**config.mk**
```make
export PLATFORM = sky130hd
export DESIGN_NAME = libv_rr_dispatch
export DESIGN_NICKNAME = d
export VERILOG_FILES = /design/src/rtl/libv_rr_dispatch_pkg.sv /design/src/rtl/libv_rr_dispatch_lane.sv /design/src/rtl/libv_rr_dispatch.sv
export SDC_FILE = /design/constraint.sdc
export NUM_CORES = 1
export LEC_CHECK = 0
export ABC_AREA = 0
export BUFFER_PORTS_ARGS = -buffer_cell sky130_fd_sc_hd__buf_2
export CAP_MARGIN = 25
export CORE_MARGIN = 5
export CORE_UTILIZATION = 48
export DETAILED_ROUTE_END_ITERATION = 10
export PLACE_DENSITY = 0.79
export SYNTH_ARGS = -nofsm -noshare
export SYNTH_HDL_FRONTEND = slang
export SYNTH_SLANG_ARGS = --single-unit
```
**constraint.sdc**
```tcl
create_clock -name clk -period 9.2 [get_ports clk]
set_clock_uncertainty 0.15 [all_clocks]
set_input_delay 0.92 -clock clk [delete_from_list [all_inputs] [get_ports clk]]
set_output_delay 0.92 -clock clk [all_outputs]
set_load 0.01 [all_outputs]
```
**src/rtl/libv_rr_dispatch_pkg.sv**
```systemverilog
// ----------------------------------------------------------------------------
// libv_rr_dispatch_pkg
// Shared width helpers for the round-robin dispatcher and its lane registers.
//   lane_idx_w(n) : bits needed to encode a lane index among n lanes (min 1)
//   lane_cnt_w(n) : bits needed to count 0..n occupied lanes
// ----------------------------------------------------------------------------
package libv_rr_dispatch_pkg;

    function automatic int lane_idx_w(input int n);
        return (n > 1) ? $clog2(n) : 1;
    endfunction

    function automatic int lane_cnt_w(input int n);
        return (n > 1) ? $clog2(n + 1) : 1;
    endfunction

endpackage

```
**src/rtl/libv_rr_dispatch_lane.sv**
```systemverilog
// ----------------------------------------------------------------------------
// libv_rr_dispatch_lane
// One-entry holding register for a single output lane.
// Ports:
//   clk       in   clock
//   rst       in   synchronous active-low reset (clears valid only)
//   load_i    in   capture data_i this cycle
//   rdy_i     in   downstream ready for this lane
//   data_i    in   DW-bit word to capture
//   vld_o     out  holding register valid
//   data_o    out  held word
// ----------------------------------------------------------------------------
module libv_rr_dispatch_lane #(
    parameter int DW = 32
) (
    input  logic          clk,
    input  logic          rst,
    input  logic          load_i,
    input  logic          rdy_i,
    input  logic [DW-1:0] data_i,
    output logic          vld_o,
    output logic [DW-1:0] data_o
);

    logic          vld_q, vld_d;
    logic [DW-1:0] data_q;

    // A reload in the same cycle as a drain keeps the lane valid with the new word.
    always_comb begin
        vld_d = vld_q;
        if (load_i)
            vld_d = 1'b1;
        else if (vld_q && rdy_i)
            vld_d = 1'b0;
    end

    always_ff @(posedge clk) begin
        if (!rst)
            vld_q <= 1'b0;
        else
            vld_q <= vld_d;
    end

    // Data path is not reset; a cleared valid already discards the held word.
    always_ff @(posedge clk) begin
        if (load_i)
            data_q <= data_i;
    end

    assign vld_o  = vld_q;
    assign data_o = data_q;

endmodule

```
**src/rtl/libv_rr_dispatch.sv**
```systemverilog
// ----------------------------------------------------------------------------
// libv_rr_dispatch
// Distributes a single input word stream one word per cycle across W lanes in
// round-robin order. Each lane owns a one-entry holding register.
// Ports:
//   clk       in   clock
//   rst       in   synchronous active-low reset
//   in_vld    in   upstream word valid
//   in_data   in   upstream word (DW)
//   in_rdy    out  at least one lane can take a word this cycle
//   out_vld   out  per-lane valid (W)
//   out_data  out  per-lane word, lane i at [i*DW +: DW]
//   out_rdy   in   per-lane downstream ready (W)
//   dsp_enc   out  lane index chosen for the current accept
//   busy_cnt  out  number of lanes currently holding a word
// ----------------------------------------------------------------------------
module libv_rr_dispatch
    import libv_rr_dispatch_pkg::*;
#(
    parameter int W  = 4,
    parameter int DW = 32
) (
    input  logic                     clk,
    input  logic                     rst,
    input  logic                     in_vld,
    input  logic [DW-1:0]            in_data,
    output logic                     in_rdy,
    output logic [W-1:0]             out_vld,
    output logic [W*DW-1:0]          out_data,
    input  logic [W-1:0]             out_rdy,
    output logic [lane_idx_w(W)-1:0] dsp_enc,
    output logic [lane_cnt_w(W)-1:0] busy_cnt
);

    localparam int IW = lane_idx_w(W);
    localparam int CW = lane_cnt_w(W);

    logic [W-1:0]  idx_q;
    logic [W-1:0]  free, above, cand_hi, sel_hi, sel_lo, sel, idx_rot, load;
    logic [IW-1:0] enc;
    logic [CW-1:0] cnt;
    logic          accept;

    // Selection: lowest free lane at or above idx, else lowest free lane overall.
    always_comb begin
        free   = ~out_vld | out_rdy;
        above  = '0;
        sel_hi = '0;
        sel_lo = '0;
        for (int i = 0; i < W; i++) begin
            above[i] = (i == 0) ? idx_q[0] : (above[i-1] | idx_q[i]);
        end
        cand_hi = free & above;
        // Descending scan so the lowest matching lane overwrites last.
        for (int i = W - 1; i >= 0; i--) begin
            if (cand_hi[i]) sel_hi = W'(1) << i;
            if (free[i])    sel_lo = W'(1) << i;
        end
        sel = (|cand_hi) ? sel_hi : sel_lo;
    end

    always_comb begin
        enc     = '0;
        idx_rot = '0;
        for (int i = 0; i < W; i++) begin
            if (sel[i]) enc = i[IW-1:0];
            idx_rot[(i + 1) % W] = sel[i];
        end
    end

    assign in_rdy  = |free;
    assign accept  = in_vld && in_rdy;
    assign load    = accept ? sel : '0;
    assign dsp_enc = enc;

    always_ff @(posedge clk) begin
        if (!rst)
            idx_q <= W'(1);
        else if (accept)
            idx_q <= idx_rot;
    end

    for (genvar g = 0; g < W; g++) begin : g_lane
        libv_rr_dispatch_lane #(.DW(DW)) u_lane (
            .clk    (clk),
            .rst    (rst),
            .load_i (load[g]),
            .rdy_i  (out_rdy[g]),
            .data_i (in_data),
            .vld_o  (out_vld[g]),
            .data_o (out_data[g*DW +: DW])
        );
    end

    always_comb begin
        cnt = '0;
        for (int i = 0; i < W; i++) begin
            cnt = cnt + CW'(out_vld[i]);
        end
    end

    assign busy_cnt = cnt;

endmodule

```
==> results.py, run 1 <==
metrics = {
    "status": {
        "status": "completed",
    },
    "logic_synthesis": {
        "synth_area_leaders": "edfxtp_1 (87%), dfxtp_1 (3.6%), inv_1 (0.76%)",
        "synth_warnings": 0,
        "yosysSeqAreaShare_pct": 90.6,
        "yosys.area.top_type": "edfxtp_1",
        "avgSynthCellArea_um2": 22.3,
        "synth_cell_type_count": 30,
        "netlist_area_um2": 4420,
        "synth_cells": 198,
        "synth-seq-cells": 136,
        "syn_nets": 240,
        "synth_top_area_share_pct": 87.0,
    },
    "layout": {
        "final_layout_size_suffix_gt1_share_pct": 53.6,
        "syn_to_final_growth_pct": 37.1,
        "mostFrequentLayoutCell": "buf_2",
        "final_cell_mix": "buf_2 (176), edfxtp_1 (128), clkbuf_16 (16), inv_1 (9), dfxtp_1 (8)",
        "antenna_cells": 0,
        "final_core_util_pct": 66.5,
        "nNetsFinal": 434,
        "design_area_um2": 6060,
    },
    "timing": {
        "hold_ws_ps": 358,
        "setup_tns_ps": 0,
        "finalMaxSlewViolations": 0,
        "period_needed_ps": 3320,
        "hold_violations": 0,
        "setup_viol": 0,
        "period_share_pct": 36.1,
        "setup_ws_ps": 5880,
        "tightest_slew_ps": 946,
        "grt_setup_unrepaired": "false",
        "clock.fmax_ghz": 0.301,
        "timing.slew.headroom_pct": 36.8,
    },
    "pwr": {
        "irDropWorstVdd_uv": 129,
        "power_leakage_nw": 2.41,
        "p_per_area_nw_per_um2": 236,
    },
    "floorplanning": {
        "rows": 35,
        "initial_core_util_pct": 48.5,
        "die_area_um2": 11200,
        "die_y_um": 106,
        "core-area_um2": 9110,
        "die_w_um": 106,
        "io_pins": 177,
    },
    "global_route": {
        "grt_pass1_vias": 2659,
        "grt_first_pass_wirelength_mm": 14.5,
        "grt-ovfl-total": 0,
        "grt_max_degree": 33,
        "antenna_found_initial": 1,
        "track_usage_pct": 17.2,
    },
    "clocking": {
        "clock_path_buffers": 2,
        "tritoncts": "built",
        "htreeDepth": 4,
        "cts.sinks": 136,
        "cts_resized": 0,
        "cts_inserted_buffers": 17,
        "cts_root_buffer": "clkbuf_8",
        "clk_latency_ps": 490,
        "hold_buffers": 0,
        "clk_pin_slew_worst_paths_ps": 50,
        "post-cts-setup-buffers": 0,
    },
    "setup_path": {
        "crit_arrival_ps": 2250,
        "path_max_fanout": 8,
        "cp-start-kind": "flip-flop",
        "r2r_slack_ps": 6630,
        "crit_path_end_kind": "output pin",
        "critPathRequiredTime_ps": 8130,
        "worstSetupPathType": "flip-flop to output pin",
    },
    "placement": {
        "hpwl_mm": 6.27,
        "io_buffer_count": 176,
        "place_ws_ps": 5940,
        "placed_area_um2": 5440,
        "place.gp.congestion": 0.992,
    },
    "detailed_routing": {
        "drt_iter0_drc": 124,
        "drc": 0,
        "wl_per_cell_um": 18.5,
        "vias_per_cell": 5.02,
        "drtPass1Iterations": 4,
        "vias": 2588,
        "antenna_left": 0,
        "finalWirelength_mm": 9.54,
    },
    "run": {
        "drv_cap": 0,
    },
    "worst_hold_path": {
        "hp-class": "flip-flop to flip-flop",
    },
}
==> area by class of cell <==
class	instances	area, um2
fillers	632	3050
repair buffers	179	928
well taps	111	139
inverters	9	33.8
multi-input cells	49	375
clock inverters	7	93.8
flip-flops and latches	136	4000
clock buffers	25	484
==> power by group <==
group | leakage, nW | total (mW) | internal [mW] | switching (mW)
logic | 0.894 | 0.0766 | 0.0279 | 0.0486
registers | 1.24 | 0.712 | 0.704 | 0.00753
clock network | 0.278 | 0.641 | 0.414 | 0.226
==> metal layers <==
layer	up-vias	GRT usage, %	wire [um]
met5	-	0	13
met4	2	5.27	132
met3	14	7.53	845
met2	149	27.9	4790
met1	1251	20.9	3760
li1	1172	-	-
==> stage by stage <==
stage          instances  power, mW
4_1_cts              514       1.44
3_5_place_dp         482      0.799
6_report             516       1.43
5_1_grt              516       1.48
2_1_floorplan        198      0.757
3_3_place_gp         482      0.795
==> Yosys cell counts, drive strengths merged <==
cell type and instances:
o22ai 2, o31ai 2, a21oi 7, buf 4
or4 1, inv 9, nand3 2, nand4bb 1
a221oi 1, o221ai 3, fa 1, edfxtp 128
a31oi 1, o21bai 1, nor2 5, nand2b 4
nand2 5, nor3 1, mux2 1, o21ai 4
a22oi 1, or3 2, and2 1, nor2b 1
dfxtp 8, ha 2
==> state kept, by name, summed over array words and instances (netlist names) <==
signal / count
g_lane.u_lane.data_o: 128
g_lane.u_lane.vld_o: 4
idx_q: 4
==> cell families after synthesis <==
logic type / synth area share [%]
AOI/OAI and AO/OA: 3.85
muxes: 0.255
and+or+nand+nor: 2.86
buffers and inverters: 1.44
adders and majority gates: 1.02
DFF: 90.6
==> path summary, 6_finish.rpt <==
check / endpoint / startpoint / depth (start not counted)
worst max-delay path: dsp_enc[0] / idx_q[0] / 5
worst min-delay path: idx_q[3] / idx_q[3] / 2
worst max register to register: g_lane[3].u_lane.data_o[3] / g_lane[1].u_lane.vld_o / 4
worst min register to register: idx_q[3] / idx_q[3] / 2
==> worst max-delay path, cell delays in order, from the launching register on <==
cell and delay [ps]:
dfxtp_1 380, or4_4 600, a221oi_4 380, o21ai_0 160
nand2_1 100, buf_2 140
Note: power is estimated with default switching activity, not from simulation.
==> run 2, diff against run 1 <==
clock period = 3.4 ns   (was 9.2 ns; I/O delays follow)
==> results.py, run 2 (synthesis gave the netlist of run 1 again) <==
metrics = {
    "status": {
        "status": "completed",
    },
    "timing": {
        "tightest_slew_ps": 572,
        "finalMaxSlewViolations": 0,
        "setup_ws_ps": 735,
        "timing.slew.headroom_pct": 61.5,
        "hold_violations": 0,
        "setup_viol": 0,
        "setup_tns_ps": 0,
        "period_share_pct": 78.4,
        "period_needed_ps": 2670,
        "clock.fmax_ghz": 0.375,
        "grt_setup_unrepaired": "false",
        "hold_ws_ps": 132,
    },
    "floorplanning": {
        "die_area_um2": 11200,
        "core-area_um2": 9110,
        "die_w_um": 106,
        "io_pins": 177,
        "rows": 35,
        "die_y_um": 106,
        "initial_core_util_pct": 48.5,
    },
    "clocking": {
        "clock_path_buffers": 2,
        "cts_root_buffer": "clkbuf_8",
        "cts_resized": 0,
        "cts.sinks": 136,
        "cts_inserted_buffers": 17,
        "clk_pin_slew_worst_paths_ps": 60,
        "clk_latency_ps": 500,
        "htreeDepth": 4,
        "tritoncts": "built",
    },
    "global_route": {
        "grt_pass1_vias": 2963,
        "grt_max_degree": 20,
        "antenna_found_initial": 0,
        "grt-ovfl-total": 0,
        "track_usage_pct": 18.8,
        "grt_first_pass_wirelength_mm": 15.9,
    },
    "setup_path": {
        "max_stage_delay_ps": 600,
        "path_cells": "or4_4, a221oi_4, o21ai_0, nand2_1, buf_2",
        "cp-start-kind": "flip-flop",
        "crit_arrival_ps": 2180,
        "worstSetupPathType": "flip-flop to output pin",
        "path_max_fanout": 8,
        "cpMaxStageDelayCell": "or4_4",
        "cp_top_family": "simple AND/OR/NAND/NOR gates",
        "crit_path_end_kind": "output pin",
        "r2r_slack_ps": 950,
        "critPathBufInv": 1,
        "critPathRequiredTime_ps": 2910,
    },
    "pwr": {
        "power_leakage_nw": 2.59,
        "seqPwrFrac_pct": 47.8,
        "irDropWorstVdd_uv": 340,
        "clock_power_share_pct": 46.3,
        "p_sw_uw": 825,
        "intPower_mw": 3.20,
        "p_per_area_nw_per_um2": 624,
        "pwr-share-comb_pct": 5.9,
        "switching_share_pct": 20.5,
    },
    "placement": {
        "place_ws_ps": 912,
        "place.gp.congestion": 0.829,
        "hpwl_mm": 6.74,
        "io_buffer_count": 176,
    },
    "detailed_routing": {
        "drtPass1Iterations": 4,
        "drc": 0,
        "drt_iter0_drc": 113,
        "vias": 2718,
        "vias_per_cell": 4.92,
        "wl_per_cell_um": 18.1,
        "antenna_left": 0,
        "finalWirelength_mm": 10.0,
    },
    "layout": {
        "antenna_cells": 0,
        "nNetsFinal": 471,
        "largest_reg_flops": 128,
        "mostFrequentLayoutCell": "buf_2",
        "syn_to_final_growth_pct": 46.1,
        "final_layout_size_suffix_gt1_share_pct": 50.2,
        "final_cell_mix": "buf_2 (176), edfxtp_1 (128), dlygate4sd3_1 (34), clkbuf_16 (16), inv_1 (9)",
    },
    "worst_hold_path": {
        "hp-class": "primary input to flip-flop",
    },
    "run": {
        "drv_cap": 0,
    },
}
-- run 2: power groups by stage --
stage	sequential [mW]	combinational (mW)	clock, mW
finish	1.93	0.240	1.86
floorplan	1.99	0.0581	0
detailed placement	1.96	0.211	0
global placement	1.96	0.203	0
CTS	1.93	0.243	1.91
global route	1.93	0.262	1.98
-- run 2: worst min-delay path: stages --
cell	delay, ps
buf_2	80
nand2b_1	200
o22ai_1	110
-- run 2: layout make-up --
type,count,area [um2]
repair buffers,216,1290
multi-input cells,49,375
flip-flops and latches,136,4000
well taps,111,139
fillers,594,2650
inverters,9,33.8
clock buffers,18,418
clock inverters,14,196
-- run 2: worst paths after layout --
| check | cells after the start | from | to |
|---|---|---|---|
| worst max-delay path | 5 | idx_q[0] | dsp_enc[0] |
| worst min-delay path | 3 | out_rdy[1] | g_lane[1].u_lane.vld_o |
| worst max register to register | 5 | idx_q[0] | g_lane[0].u_lane.data_o[23] |
| worst min register to register | 2 | idx_q[3] | idx_q[3] |
-- run 2: layer usage --
metal / up-vias / share of wire [%] / wire (um) / GRT usage [%]
met5: - / 0 / 0 / 0
met4: 0 / 2.8 / 280 / 8.88
met3: 22 / 8.0 / 802 / 6.50
met2: 144 / 51 / 5110 / 31.7
met1: 1308 / 38 / 3820 / 21.5
li1: 1244 / - / - / -
-- run 2: repair_timing --
action | CTS | global route
buffers inserted | 0 | 0
hold buffers | 34 | 0
endpoints found under the setup margin | 0 | 0
hold endpoints to repair | 131 | 0
-- run 2: metrics by stage --
step	total power [mW]	area, um2	std cells	util, %
2_1_floorplan	2.05	4420	198	-
3_3_place_gp	2.16	5500	487	60.4
3_5_place_dp	2.17	5500	487	60.4
4_1_cts	4.07	6460	553	70.9
5_1_grt	4.18	6460	553	70.9
6_report	4.03	6460	553	70.9
==> run 3, diff against run 2 <==
clock period = 2.7 ns   (was 3.4 ns; I/O delays follow)
==> results.py, run 3 (synthesis gave the netlist of run 1 again) <==
metrics = {
    "status": {
        "status": "completed",
    },
    "global_route": {
        "track_usage_pct": 18.5,
        "grt-ovfl-total": 0,
        "grt_max_degree": 33,
        "grt_first_pass_wirelength_mm": 15.5,
        "grt_pass1_vias": 2936,
        "antenna_found_initial": 0,
    },
    "setup_path": {
        "cp-start-kind": "flip-flop",
        "path_cells": "or4_4, a221oi_4, o21ai_0, nand2_1, buf_2",
        "worstSetupPathType": "flip-flop to output pin",
        "max_stage_delay_ps": 600,
        "crit_arrival_ps": 2210,
        "cp_top_family": "simple AND/OR/NAND/NOR gates",
        "r2r_slack_ps": 430,
        "path_max_fanout": 8,
        "crit_path_end_kind": "output pin",
        "critPathRequiredTime_ps": 2280,
        "critPathBufInv": 1,
        "cpMaxStageDelayCell": "or4_4",
    },
    "clocking": {
        "clock_path_buffers": 2,
        "cts.sinks": 136,
        "hold_buffers": 34,
        "clk_pin_slew_worst_paths_ps": 60,
        "cts_resized": 0,
        "cts_inserted_buffers": 17,
        "htreeDepth": 4,
        "clk_latency_ps": 500,
        "tritoncts": "built",
        "post-cts-setup-buffers": 0,
        "cts_root_buffer": "clkbuf_8",
    },
    "detailed_routing": {
        "vias_per_cell": 4.96,
        "antenna_left": 0,
        "drt_iter0_drc": 152,
        "drc": 0,
        "drtPass1Iterations": 5,
        "finalWirelength_mm": 10.2,
        "wl_per_cell_um": 18.5,
        "vias": 2738,
    },
    "timing": {
        "clock.fmax_ghz": 0.380,
        "hold_ws_ps": 55.9,
        "period_needed_ps": 2630,
        "timing.slew.headroom_pct": 64.0,
        "tightest_slew_ps": 536,
        "setup_viol": 0,
        "setup_tns_ps": 0,
        "grt_setup_unrepaired": "false",
        "hold_violations": 0,
        "finalMaxSlewViolations": 0,
        "period_share_pct": 97.5,
    },
    "floorplanning": {
        "io_pins": 177,
        "core-area_um2": 9110,
        "die_w_um": 106,
        "die_area_um2": 11200,
        "initial_core_util_pct": 48.5,
        "rows": 35,
        "die_y_um": 106,
    },
    "placement": {
        "io_buffer_count": 176,
        "place_inst": 486,
        "hpwl_mm": 6.62,
        "place.gp.congestion": 0.856,
    },
    "layout": {
        "final_core_util_pct": 70.5,
        "nNetsFinal": 470,
        "antenna_cells": 0,
        "mostFrequentLayoutCell": "buf_2",
        "largest_reg_flops": 128,
        "syn_to_final_growth_pct": 45.4,
        "fin_cells": 552,
        "final_cell_mix": "buf_2 (176), edfxtp_1 (128), dlygate4sd3_1 (34), clkbuf_16 (16), inv_1 (9)",
        "final_layout_size_suffix_gt1_share_pct": 50.3,
    },
    "run": {
        "drv_cap": 0,
    },
    "pwr": {
        "irDropWorstVdd_uv": 408,
        "power_leakage_nw": 2.56,
        "p_per_area_nw_per_um2": 767,
        "power_mw": 4.93,
    },
    "worst_hold_path": {
        "hp-class": "primary input to flip-flop",
    },
}
-- run 3: layer usage --
layer	share of wire, %	wire (um)	GRT usage [%]
met1	36	3670	19.4
met2	54	5550	33.3
met3	6.6	674	6.19
met4	3.1	319	8.60
met5	0	0	0
-- run 3: tightest hold or removal path, cell delays in order --
cell,delay (ps)
buf_2,100
nor2b_1,90
o31ai_1,220
-- run 3: path summary, 6_finish.rpt --
| kind | start | to | cells after the start |
|---|---|---|---|
| worst max-delay path | idx_q[0] | dsp_enc[0] | 5 |
| worst min-delay path | out_rdy[0] | idx_q[1] | 3 |
| worst max register to register | idx_q[0] | g_lane[0].u_lane.data_o[26] | 5 |
| worst min register to register | idx_q[3] | idx_q[3] | 2 |
-- run 3: layout make-up --
cell class                 instances  area, um2
clock buffer                      17        414
tap                              111        139
multi-input combinational         49        375
timing repair buffer             215       1300
inverter                           9       33.8
sequential                       136       4000
clock inverter                    15        164
fill                             615       2680
-- run 3: metrics by stage --
step	setup WS (ps)	area [um2]
finish	67.0	6430
global route	2.53	6430
CTS	86.4	6430
detailed placement	456	5510
global placement	520	5510
floorplan	37.5	4430
-- run 3: power by group --
| part | internal, mW | switching (mW) | leakage, nW |
|---|---|---|---|
| clock network | 1.33 | 0.872 | 0.271 |
| logic | 0.128 | 0.174 | 1.05 |
| registers | 2.40 | 0.0270 | 1.24 |
